## config.mk

```make
export PLATFORM = sky130hd
export DESIGN_NAME = jt49_tone_sched
export DESIGN_NICKNAME = d
export VERILOG_FILES = /design/src/rtl/jt49_tone_sched.sv
export SDC_FILE = /design/constraint.sdc
export NUM_CORES = 1
export LEC_CHECK = 0
export BUFFER_PORTS_ARGS = -buffer_cell sky130_fd_sc_hd__buf_4
export CAP_MARGIN = 10
export CORE_MARGIN = 10
export CORE_UTILIZATION = 55
export DETAILED_ROUTE_END_ITERATION = 16
export GPL_TIMING_DRIVEN = 0
export PLACE_DENSITY = 0.76
export SYNTH_ARGS = -nofsm -noshare
export SYNTH_HDL_FRONTEND = slang
export SYNTH_SLANG_ARGS = --single-unit
```

## constraint.sdc

```tcl
create_clock -name clk -period 7.9 [get_ports clk]
set_clock_uncertainty 0.2 [all_clocks]
set_input_delay 0.395 -clock clk [delete_from_list [all_inputs] [get_ports clk]]
set_output_delay 0.395 -clock clk [all_outputs]
set_load 0.05 [all_outputs]
```

## src/rtl/jt49_tone_sched.sv

```systemverilog
// jt49_tone_sched: three PSG tone channels share one divider datapath.
// The datapath serves the channels in round-robin order, one channel per cen
// cycle. Each channel keeps its own count, div and period registers.
// Optional feature: define JT49_SCHED_PHASE_RST_EN so that a period write
// also restarts that channel's count at 1.
module jt49_tone_sched #(
  parameter int W   = 12,
  parameter int NCH = 3
) (
  input  logic             clk,
  input  logic             rst,
  input  logic             cen,
  input  logic [NCH-1:0]   ch_en,
  input  logic             wr,
  input  logic [1:0]       wr_addr,
  input  logic [W-1:0]     wr_data,
  output logic             wr_ack,
  output logic [NCH-1:0]   div,
  output logic [NCH-1:0]   tick,
  output logic [1:0]       slot
);

  typedef enum logic [1:0] {S0 = 2'd0, S1 = 2'd1, S2 = 2'd2} slot_t;

  slot_t                   slot_q, slot_d;
  logic [NCH-1:0][W-1:0]   count_q, count_d;
  logic [NCH-1:0][W-1:0]   period_q, period_d;
  logic [NCH-1:0]          div_q, div_d;
  logic [NCH-1:0]          tick_q, tick_d;
  logic                    wr_ack_q;

  logic [W-1:0]            sel_cnt, sel_per;
  logic                    sel_hit;
  logic [W-1:0]            one_w;

  assign one_w = {{(W-1){1'b0}}, 1'b1};

  // Slot sequencer: S0 -> S1 -> S2 -> S0. It moves only on cen cycles.
  always_comb begin
    slot_d = slot_q;
    if (cen) begin
      case (slot_q)
        S0:      slot_d = S1;
        S1:      slot_d = S2;
        default: slot_d = S0;
      endcase
    end
  end

  // Shared datapath. Pick the serviced channel's count and period, then
  // compare them once. The state register holds only S0..S2, so the
  // default branch always selects channel 2.
  always_comb begin
    sel_cnt = count_q[2];
    sel_per = period_q[2];
    case (slot_q)
      S0:      begin sel_cnt = count_q[0]; sel_per = period_q[0]; end
      S1:      begin sel_cnt = count_q[1]; sel_per = period_q[1]; end
      default: begin sel_cnt = count_q[2]; sel_per = period_q[2]; end
    endcase
    sel_hit = (sel_cnt >= sel_per);
  end

  // Per-channel register bank update. Each channel uses the shared compare
  // result only while it owns the slot.
  for (genvar k = 0; k < NCH; k++) begin : g_ch
    logic svc, wr_hit;
    assign svc    = cen && (slot_q == k[1:0]);
    assign wr_hit = wr && (wr_addr == k[1:0]);

    // Next state for channel k: service result, period load, optional phase restart
    always_comb begin
      count_d[k]  = count_q[k];
      div_d[k]    = div_q[k];
      tick_d[k]   = 1'b0;
      period_d[k] = period_q[k];
      if (svc) begin
        if (!ch_en[k]) begin
          count_d[k] = one_w;
          div_d[k]   = 1'b0;
        end else if (sel_hit) begin
          count_d[k] = one_w;
          div_d[k]   = ~div_q[k];
          tick_d[k]  = 1'b1;
        end else begin
          count_d[k] = count_q[k] + one_w;
        end
      end
      // The compare above used the old period, so the new value first
      // applies at this channel's next service.
      if (wr_hit) begin
        period_d[k] = wr_data;
`ifdef JT49_SCHED_PHASE_RST_EN
        // A write restarts the half-cycle and cancels any same-cycle service.
        count_d[k] = one_w;
        div_d[k]   = div_q[k];
        tick_d[k]  = 1'b0;
`endif
      end
    end
  end

  // State registers. Reset restores every register immediately, including
  // a write that is in progress.
  always_ff @(posedge clk or posedge rst) begin
    if (rst) begin
      slot_q   <= S0;
      count_q  <= {NCH{one_w}};
      period_q <= '0;
      div_q    <= '0;
      tick_q   <= '0;
      wr_ack_q <= 1'b0;
    end else begin
      slot_q   <= slot_d;
      count_q  <= count_d;
      period_q <= period_d;
      div_q    <= div_d;
      tick_q   <= tick_d;
      wr_ack_q <= wr;
    end
  end

  assign wr_ack = wr_ack_q;
  assign div    = div_q;
  assign tick   = tick_q;
  assign slot   = slot_q;

endmodule

```

Word-level counts from Yosys, hierarchy flattened

Cells that the tools add are included.

Output and inout port bits: 9
Word-level logic and storage cells: 59
Register bits: 81

Reductions and logical operators: 11
Bitwise logic cells: 3
Magnitude comparators: 1
Add/subtract/negate cells: 3
Equality and inequality tests: 7
Mux-type cells: 22

Operators with widths:

| operator                                              | number |
|---|---|
| two-way mux 12 bit                                    | 6 |
| case mux 12 bit (2 select lines)                      | 2 |
| adder 12 x 1 -> 12 bit, second input constant         | 3 |
| two-way mux 1 bit                                     | 13 |
| >= comparator 12 bit                                  | 1 |
| logical AND 1 bit                                     | 6 |
| inequality test 2 x 1 -> 1 bit, second input constant | 3 |
| AND reduction 2 bit                                   | 3 |
| equality test 2 x 1 -> 1 bit, second input constant   | 2 |
| equality test 2 bit, second input constant            | 2 |
| zero test 2 bit                                       | 2 |
| case mux 2 bit (2 select lines)                       | 1 |
| NOT 1 bit                                             | 3 |

Logic depth before layout (Yosys ltp)

Gate-level depths: netlist of run 1.

Depth after elaboration: 6
Mapped depth: 12

Worst setup path before layout of run 1

Ideal clock, no wire load.

Path kind: reg-to-reg
From: reg slot_q[1] (netlist: slot[1])
To: reg div_q[0] (netlist: div[0])
Data arrival time: 2.916 ns
Required time: 7.562 ns
Cell stages (with the launch flop): 12
Buffers on the path: 4
Slack: 4.647 ns
Period minus slack after synthesis: 3.253 ns
Setup time: 0.138 ns
Path through: dfrtp_1 > buf_4 > clkbuf_1 > clkbuf_1 > a21oi_1 > ha_1 > nand2b_1 > a2111o_1 > and3_1 > buf_6 > o2111ai_1 > o311ai_1

Longest elaborated chain between the ends: 5

Ends and longest elaborated chain:

| item                                                                   | line   | source |
|---|---|---|
| start: declaration                                                     | 25     | `slot_t slot_q, slot_d;` |
| start signal: assignment                                               | 114    | `slot_q <= slot_d;` |
| equality test 2 x 1 -> 1 bit / zero test 2 bit (equally long branches) | 56, 68 |  |
| case mux 12 bit (2 select lines)                                       | 56     | `case (slot_q)` |
| >= comparator 12 bit                                                   | 61     | `sel_hit = (sel_cnt >= sel_per);` |
| inequality test 2 x 1 -> 1 bit (no source line)                        | -      |  |
| AND reduction 2 bit (no source line) *                                 | -      |  |
| end signal: assignment                                                 | 117    | `div_q <= div_d;` |
| end: declaration                                                       | 28     | `logic [NCH-1:0] div_q, div_d;` |

Every way passes the cells marked *; elsewhere a longest branch is shown, timed or not.
A chain may end at the register's enable or synchronous reset.

Worst setup path in the final report of run 1

From: reg slot_q[1] (netlist: slot[1])
To: reg count_q[8] (netlist name)

Longest elaborated chain between the ends: 5

Ends and longest elaborated chain:

| item                                                                   | line   | source |
|---|---|---|
| equality test 2 x 1 -> 1 bit / zero test 2 bit (equally long branches) | 56, 68 |  |
| case mux 12 bit (2 select lines)                                       | 56     |  |
| >= comparator 12 bit                                                   | 61     |  |
| two-way mux 12 bit                                                     | 81     | `end else if (sel_hit) begin` |
| two-way mux 12 bit                                                     | 78     | `if (!ch_en[k]) begin` |
| end signal: assignment                                                 | 108    | `count_q <= {NCH{one_w}};` |
| end signal: assignment                                                 | 115    | `count_q <= count_d;` |
| end: declaration                                                       | 26     | `logic [NCH-1:0][W-1:0] count_q, count_d;` |

Parallel ways exist; a longest one is shown, timed or not.

==> flow_summary.yaml, run 1 <==
run_status:
  outcome: "finished, final reports clean"
worst_setup_path:
  end_kind: "register"
  cp.buffers_inverters: 3
  startpoint_type: "register"
  r2r_end: "count_q[8]"
  critical-path-slowest-cell: "a31oi_2"
  worstPathCellList: "buf_4 > clkbuf_1 > clkbuf_1 > a21oi_1 > ha_1 > nand4_1 > nor3_2 > nand3_2 > a31oi_2 > nor2_1"
  rrSetupSlack_ps: 4220
  crit_required_ps: 7910
  path_delay_family: "buffers and inverters"
  worstSetupPathType: "reg -> reg"
  r2r-start: "slot[1]"
  crit_arrival_ps: 3690
  cp_common_cell: "clkbuf_1"
  worstRegToRegCells: 10
  cpPeakStageDelay_ps: 540
  cp_max_fo: 10
clock_tree:
  cts_buffer_depth: 2
  cts_buffers: 9
  root_buffer: "clkbuf_8"
  cts_setup_buffers: 0
  clk-insertion-delay-late_ps: 360
  tritoncts: "yes"
  h-tree-depth: 3
  cts.sinks: 81
  clk_pin_slew_ps: 90
  holdBufCountCts: 2
  ctsResizeCount: 0
grt:
  grtUsageTotal_pct: 16.3
  grt_pass1_vias: 3273
  grt_overflow: 0
  grt_max_degree: 46
  grt_pass1_wl_mm: 15.6
  antenna_found_initial: 0
cells_and_area:
  multi_input_area_mm2: 0.00221
  nNetsFinal: 481
  syn2layout_area_growth_pct: 13.8
  insertedDiodeCount: 0
  regArea_mm2: 0.00203
  layout-drive-gt1-share_pct: 24.4
  fin_cells: 552
  fillCellCount: 623
timing:
  min_period_over_period_pct: 46.6
  timing.final.crit_period_ps: 3680
  finalSetupViolations: 0
  hold_viol: 0
  finalSetupTns_ps: 0
  fmax_mhz: 272
  setup_ws_ps: 4220
  rsz0062_at_grt: "no"
  worstMarginPinSlew_ps: 641
  maxSlewViolCount: 0
  hold_ws_ps: 85.5
  slew_headroom_pct: 57.3
floorplanning:
  start_util_pct: 56.5
  core_mm2: 0.00773
  fp.dieH_um: 109
  ios: 30
  die_area_mm2: 0.0119
  rows: 32
  die_x_um: 109
synth:
  synthCells: 404
  asyncSetResetFlopFracSynth_pct: 100
  ys_types: 46
  syn_nets: 440
  ys_seq_elements: 81
  synth_common_cells: "dfrtp_1 (78), nor2_1 (41), mux2_2 (36), nand2_1 (36), mux2i_1 (24)"
  synth_warnings: 0
  synthesis.area_mm2: 0.00436
  seq_area_frac_synth_pct: 46.5
  synth_top_area_cell: "dfrtp_1"
  synth_area_per_cell_um2: 10.8
  synth_most_common_cell: "dfrtp_1"
  synthTopCellsByArea: "dfrtp_1 (45%), mux2_2 (9.3%), mux2i_1 (5.5%), ha_1 (4.3%), nor2_1 (3.5%)"
  synthFlopType: "dfrtp_1"
  yosysTopAreaCellShare_pct: 44.7
  synth_edf_count: 0
detailed_routing:
  drc: 0
  antenna_left: 0
  wl_met1_mm: 3.93
  dr_total_vias: 3109
  routed_via_density: 5.63
  firstDrtPassIters: 4
  totalWireLength_mm: 9.01
  wl_met2_mm: 4.51
  highest_layer: "met4"
  initialDrtViolationCount: 108
  met3_length_um: 450
  wire_per_inst_um: 16.3
min_path:
  hp-start: "wr_data[10]"
  min_to: "period_q[22]"
  hp-class: "in -> reg"
  hold_depth: 2
power_and_ir_drop:
  power.leakage_uw: 0.00229
  ir_worst_vdd_v: 0.000130
  pwr_density_cell_mw_per_mm2: 269
  p_total_uw: 1340
placement:
  placed_cells: 534
  port_buffers: 27
  place_hpwl_mm: 6.64
  place_ws_ps: 4300
  gp_congestion: 0.866
flow_run:
  cap_violations: 0
-- state kept, by name, indices dropped and copies added (netlist names) --
name	count
count_q	36
period_q	36
div	3
tick	3
slot	2
wr_ack	1
-- cells by family after synthesis --
group | Yosys count | synth area share (%)
buffers and inverters | 26 | 2.90
DFF | 81 | 46.5
muxes | 60 | 14.8
AOI/OAI and AO/OA | 58 | 9.46
xor gates and xnor gates | 26 | 5.22
adders and majority gates | 15 | 4.30
and+or+nand+nor | 138 | 16.8
-- worst max path at each step --
stage	from	endpoint	slack (ps)	cells past startpoint
final	slot[1]	count_q[8]	4220	10
after global routing	slot[1]	count_q[8]	3980	10
after floorplan	slot[1]	div[0]	4650	11
after CTS	slot[1]	count_q[8]	4230	10
after detailed placement	slot[1]	count_q[8]	4300	10
after global placement	rst	count_q[22]	4220	2
-- layout make-up --
| cell class | instances | share of cell area [%] |
|---|---|---|
| buffer | 18 | 1.94 |
| clock buffer | 12 | 2.92 |
| clock inverter | 4 | 1.54 |
| inverter | 8 | 0.655 |
| multi-input combinational | 297 | 44.4 |
| sequential | 81 | 40.9 |
| tap | 102 | 2.57 |
| timing repair buffer | 30 | 5.04 |
-- through the flow --
| stage | util, % | instance area, um2 |
|---|---|---|
| after detailed placement | 61.1 | 4720 |
| after floorplan | - | 4360 |
| after global placement | 60.8 | 4690 |
| after CTS | 64.3 | 4970 |
| final | 64.3 | 4970 |
| after global routing | 64.3 | 4970 |
-- power breakdown --
group	internal [uW]	switching, uW
combinational	187	263
clock	188	149
sequential	488	60.9
total	863	473
-- cell usage in the layout (no fill, tap or decap), types with 3 or more instances in the layout --
cell type  count
a21o_1         3
nand4b_1       3
clkbuf_1       9
nor2_1        41
nor3_1         6
clkbuf_8      10
mux2_2        36
nand3_1       14
nand4_1        6
a31oi_2        3
nand2_1       36
o41ai_2        3
ha_1          15
buf_4         29
xor2_1        17
a21oi_1       17
xnor2_1        9
dfrtp_1       78
o21ai_0       19
and3_1        14
nor3_2         4
mux2i_1       24
buf_2          5
o22a_1         3
dfstp_2        3
inv_1          7
-- per-layer routing --
metal / global-route usage [%] / up-vias
li1: - / 1516
met1: 20.2 / 1508
met2: 27.8 / 74
met3: 3.48 / 11
met4: 5.27 / 0
met5: 0 / -
Note: power is estimated with default switching activity, not from simulation.
==> inputs of run 2 (changes only) <==
Settings changed: PLACE_DENSITY 0.76 to 0.78.
Clock period 7.9 ns to 3.2 ns, I/O delays scaled along.
==> flow_summary.yaml, run 2 (synthesis results as in run 1) <==
cells_and_area:
  final_util_pct: 67.4
  layout-drive-gt1-share_pct: 25.3
  fillCellCount: 571
  final_cell_mix: "dfrtp_1 (77), nor2_1 (41), nand2_1 (36), mux2_2 (36), buf_4 (30)"
  nNetsFinal: 498
  final_common_cell: "dfrtp_1"
  reg_top3: "count_q x36, period_q x36"
  syn2layout_area_growth_pct: 19.3
  insertedDiodeCount: 0
  fin_cells: 569
clock_tree:
  clk-insertion-delay-late_ps: 380
  cts_buffers: 9
  cts.sinks: 81
  clk_pin_slew_ps: 90
  h-tree-depth: 3
  cts_buffer_depth: 2
  tritoncts: "yes"
  root_buffer: "clkbuf_8"
timing:
  hold_viol: 0
  slew_headroom_pct: 57.6
  min_period_over_period_pct: 96.5
  hold_ws_ps: 7.93
  worstMarginPinSlew_ps: 636
  timing.final.crit_period_ps: 3090
  fmax_mhz: 324
  finalSetupViolations: 0
  maxSlewViolCount: 0
grt:
  grt_pass1_wl_mm: 15.9
  antenna_found_initial: 0
  grtUsageTotal_pct: 16.6
  grt_overflow: 0
  grt_pass1_vias: 3372
  grt_max_degree: 42
worst_setup_path:
  worstRegToRegCells: 12
  cp_max_fo: 10
  crit_arrival_ps: 3170
  startpoint_type: "register"
  r2r-start: "slot[0]"
  end_kind: "register"
  worstSetupPathType: "reg -> reg"
  crit_required_ps: 3280
  rrSetupSlack_ps: 110
  r2r_end: "div[2]"
detailed_routing:
  initialDrtViolationCount: 238
  totalWireLength_mm: 9.11
  routed_via_density: 5.62
  antenna_left: 0
  firstDrtPassIters: 4
  dr_total_vias: 3199
  wire_per_inst_um: 16.0
  drc: 0
min_path:
  hp-start: "wr_addr[1]"
  min_to: "period_q[22]"
  hold_depth: 3
  hp-class: "in -> reg"
placement:
  placed_cells: 534
  place_hpwl_mm: 6.59
  gp_congestion: 0.884
  port_buffers: 27
floorplanning:
  ios: 30
  start_util_pct: 56.5
  rows: 32
  die_x_um: 109
  die_area_mm2: 0.0119
  fp.dieH_um: 109
  core_mm2: 0.00773
flow_run:
  cap_violations: 0
power_and_ir_drop:
  pwr_density_cell_mw_per_mm2: 646
  power.leakage_uw: 0.00239
  p_total_uw: 3370
  ir_worst_vdd_v: 0.000438
run_status:
  outcome: "finished, final reports clean"
-- run 2: report_power, final --
part | total [uW] | switching, uW | leakage [uW] | internal [uW]
clock network | 816 | 432 | 0.000111 | 385
registers | 1350 | 146 | 0.00102 | 1210
logic | 1200 | 694 | 0.00126 | 503
total | 3370 | 1270 | 0.00239 | 2090
-- run 2: worst max-delay path, stage by stage (launching register included) --
cell and delay (ps):
dfrtp_1 390, buf_6 190, buf_6 210, mux2i_1 280, nor2_1 70, a21oi_1 140, ha_1 240, nand2b_1 140
a2111o_1 470, nand3_4 160, nand2_1 90, buf_2 190, o311ai_1 230
-- run 2: worst max path at each step --
| stage | start | to | slack [ps] | depth (start not counted) |
|---|---|---|---|---|
| after floorplan | slot[0] | div[0] | 30 | 12 |
| after global placement | rst | slot[1] | -460 | 2 |
| after detailed placement | slot[1] | count_q[9] | -370 | 10 |
| after CTS | slot[0] | count_q[9] | -100 | 10 |
| after global routing | slot[0] | div[2] | -3 | 12 |
| final | slot[0] | div[2] | 110 | 12 |
-- run 2: what timing repair did --
item / in CTS / in global routing
pin swaps: 0 / 2
endpoints found under the hold margin: 87 / 0
endpoints found under the setup margin: 42 / 42
gates resized for setup: 2 / 17
hold buffers: 19 / 0
setup buffers: 0 / 1
cloned: 0 / 0
-- run 2: cell type report --
| type | count | area, um2 | share of cell area (%) |
|---|---|---|---|
| Buffer | 17 | 109 | 2.09 |
| Clock buffer | 9 | 124 | 2.38 |
| Clock inverter | 7 | 90.1 | 1.73 |
| Inverter | 8 | 32.5 | 0.625 |
| Multi-Input combinational cell | 297 | 2270 | 43.6 |
| Sequential cell | 81 | 2030 | 39.0 |
| Tap cell | 102 | 128 | 2.45 |
| Timing Repair Buffer | 48 | 420 | 8.07 |
-- run 2: routing by layer --
layer	vias to the layer above	GRT usage (%)	routed length, um
li1	1549	-	-
met1	1587	19.7	4020
met2	50	28.8	4670
met3	13	4.78	311
met5	-	0	0
met4	0	4.61	108
-- run 2: stage by stage --
| step | instance area [um2] | setup TNS [ps] | worst slack, ps |
|---|---|---|---|
| detailed placement | 4720 | -12570 | -369 |
| global placement | 4700 | -25940 | -460 |
| CTS | 5120 | -2300 | -98.7 |
| global route | 5210 | -2.88 | -2.88 |
| finish | 5210 | 0 | 112 |
| floorplan | 4370 | 0 | 34.6 |
==> inputs of run 3 (changes only) <==
--- a/constraint.sdc
+++ b/constraint.sdc
@@ -4,2 +4,2 @@
 set_output_delay 0.16 -clock clk [all_outputs]
-set_load 0.05 [all_outputs]
+set_load 0.1 [all_outputs]
==> flow_summary.yaml, run 3 (synthesis results as in run 1) <==
clock_tree:
  cts.sinks: 81
  tritoncts: "yes"
  root_buffer: "clkbuf_8"
  h-tree-depth: 3
  cts_buffers: 9
  clk_pin_slew_ps: 80
  clk-insertion-delay-late_ps: 360
  cts_buffer_depth: 2
grt:
  use_met3_pct: 2.95
  antenna_found_initial: 0
  met1_usage_pct: 20.9
  grt_pass1_wl_mm: 16.3
  grt_max_degree: 46
  grt_busiest_layer: "met2"
  grt_pass1_vias: 3336
  grt_overflow: 0
  use_met2_pct: 29.1
  grtUsageTotal_pct: 17.1
timing:
  worstMarginPinSlew_ps: 628
  fmax_mhz: 325
  min_period_over_period_pct: 96.2
  hold_ws_ps: 31.1
  maxSlewViolCount: 0
  rsz0062_at_grt: "no"
  finalSetupTns_ps: 0
  timing.final.crit_period_ps: 3080
  hold_viol: 0
  finalSetupViolations: 0
  slew_headroom_pct: 58.1
detailed_routing:
  firstDrtPassIters: 4
  totalWireLength_mm: 9.41
  dr_total_vias: 3280
  routed_via_density: 5.76
  wire_per_inst_um: 16.5
  antenna_left: 0
  initialDrtViolationCount: 170
  drc: 0
cells_and_area:
  final_common_cell: "dfrtp_1"
  syn2layout_area_growth_pct: 18.3
  layout-drive-gt1-share_pct: 25.5
  regArea_mm2: 0.00203
  fillCellCount: 591
  multi_input_area_mm2: 0.00227
  insertedDiodeCount: 0
  final_cell_mix: "dfrtp_1 (76), nor2_1 (41), nand2_1 (36), mux2_2 (36), buf_4 (31)"
  nNetsFinal: 498
  reg_top3: "count_q x36, period_q x36"
placement:
  gp_congestion: 0.867
  port_buffers: 27
  place_hpwl_mm: 6.76
worst_setup_path:
  startpoint_type: "register"
  worstSetupPathType: "reg -> reg"
  crit_path_start: "slot[0]"
  crit_required_ps: 3260
  crit_arrival_ps: 3140
  end_kind: "register"
  cp_max_fo: 10
  r2r-start: "slot[0]"
floorplanning:
  die_area_mm2: 0.0119
  ios: 30
  die_x_um: 109
  core_mm2: 0.00773
  rows: 32
  fp.dieH_um: 109
  start_util_pct: 56.5
run_status:
  outcome: "finished, final reports clean"
power_and_ir_drop:
  ir_worst_vdd_v: 0.000409
  power.leakage_uw: 0.00235
  pwr_density_cell_mw_per_mm2: 641
min_path:
  hp-class: "in -> reg"
  hp-start: "ch_en[1]"
flow_run:
  cap_violations: 0
-- run 3: cell count changes in the layout (fill, tap and decap cells not counted), sizes merged --
| cell | delta |
|---|---|
| inv | -6 |
| clkinvlp | +3 |
| clkbuf | +2 |
| clkinv | +2 |
| bufinv | -1 |
-- run 3: per-layer routing --
layer	wire [um]	up-vias
met1	4000	1648
met5	0	-
met4	167	0
met3	447	17
met2	4790	75
li1	-	1540
-- run 3: critical path, cell delays in order (launching register included) --
cell and delay, ps:
dfrtp_2 390, buf_6 180, buf_6 210, mux2i_1 270, nor2_1 70, a21oi_1 130
ha_1 240, nand2b_1 140, a2111o_1 460, nand3_4 150, nand2_1 90, buf_2 190
o311ai_1 240
-- run 3: area by class of cell --
class	instances	area share (%)
multi-input combinational	297	43.9
sequential	81	39.4
timing repair buffer	48	8.28
clock buffer	11	2.54
tap	102	2.47
buffer	17	2.13
clock inverter	5	0.630
inverter	8	0.630
-- run 3: per-stage QoR --
stage	cells	instance area [um2]	power, uW	utilization (%)	setup slack, ps
after floorplan	404	4370	2290	-	1.17
after global placement	533	4700	2540	60.8	-456
after detailed placement	534	4730	2600	61.2	-84.4
after CTS	569	5100	3280	66.0	-86.7
after global routing	569	5160	3530	66.8	6.76
final	569	5160	3310	66.8	121
-- run 3: repair_timing --
action                     CTS  global route
gates resized for setup      2            18
cloned                       0             0
pin swaps                    1             4
hold endpoints to repair    83             0
buffers inserted             0             1
setup endpoints to repair   28            42
hold buffers                19             0
-- run 3: where the power goes --
part	switching [uW]	internal, uW	total (uW)
clock network	381	280	660
logic	785	505	1290
registers	155	1210	1360
-- run 3: final timing paths --
kind	end	slack, ps	depth (start not counted)
max reg2reg	div[2]	120	12
max	div[2]	120	12
min in group asynchronous	period_q[4]	180	3
max in group asynchronous	count_q[0]	1990	4
min	tick[1]	30	2
min reg2reg	period_q[13]	310	1
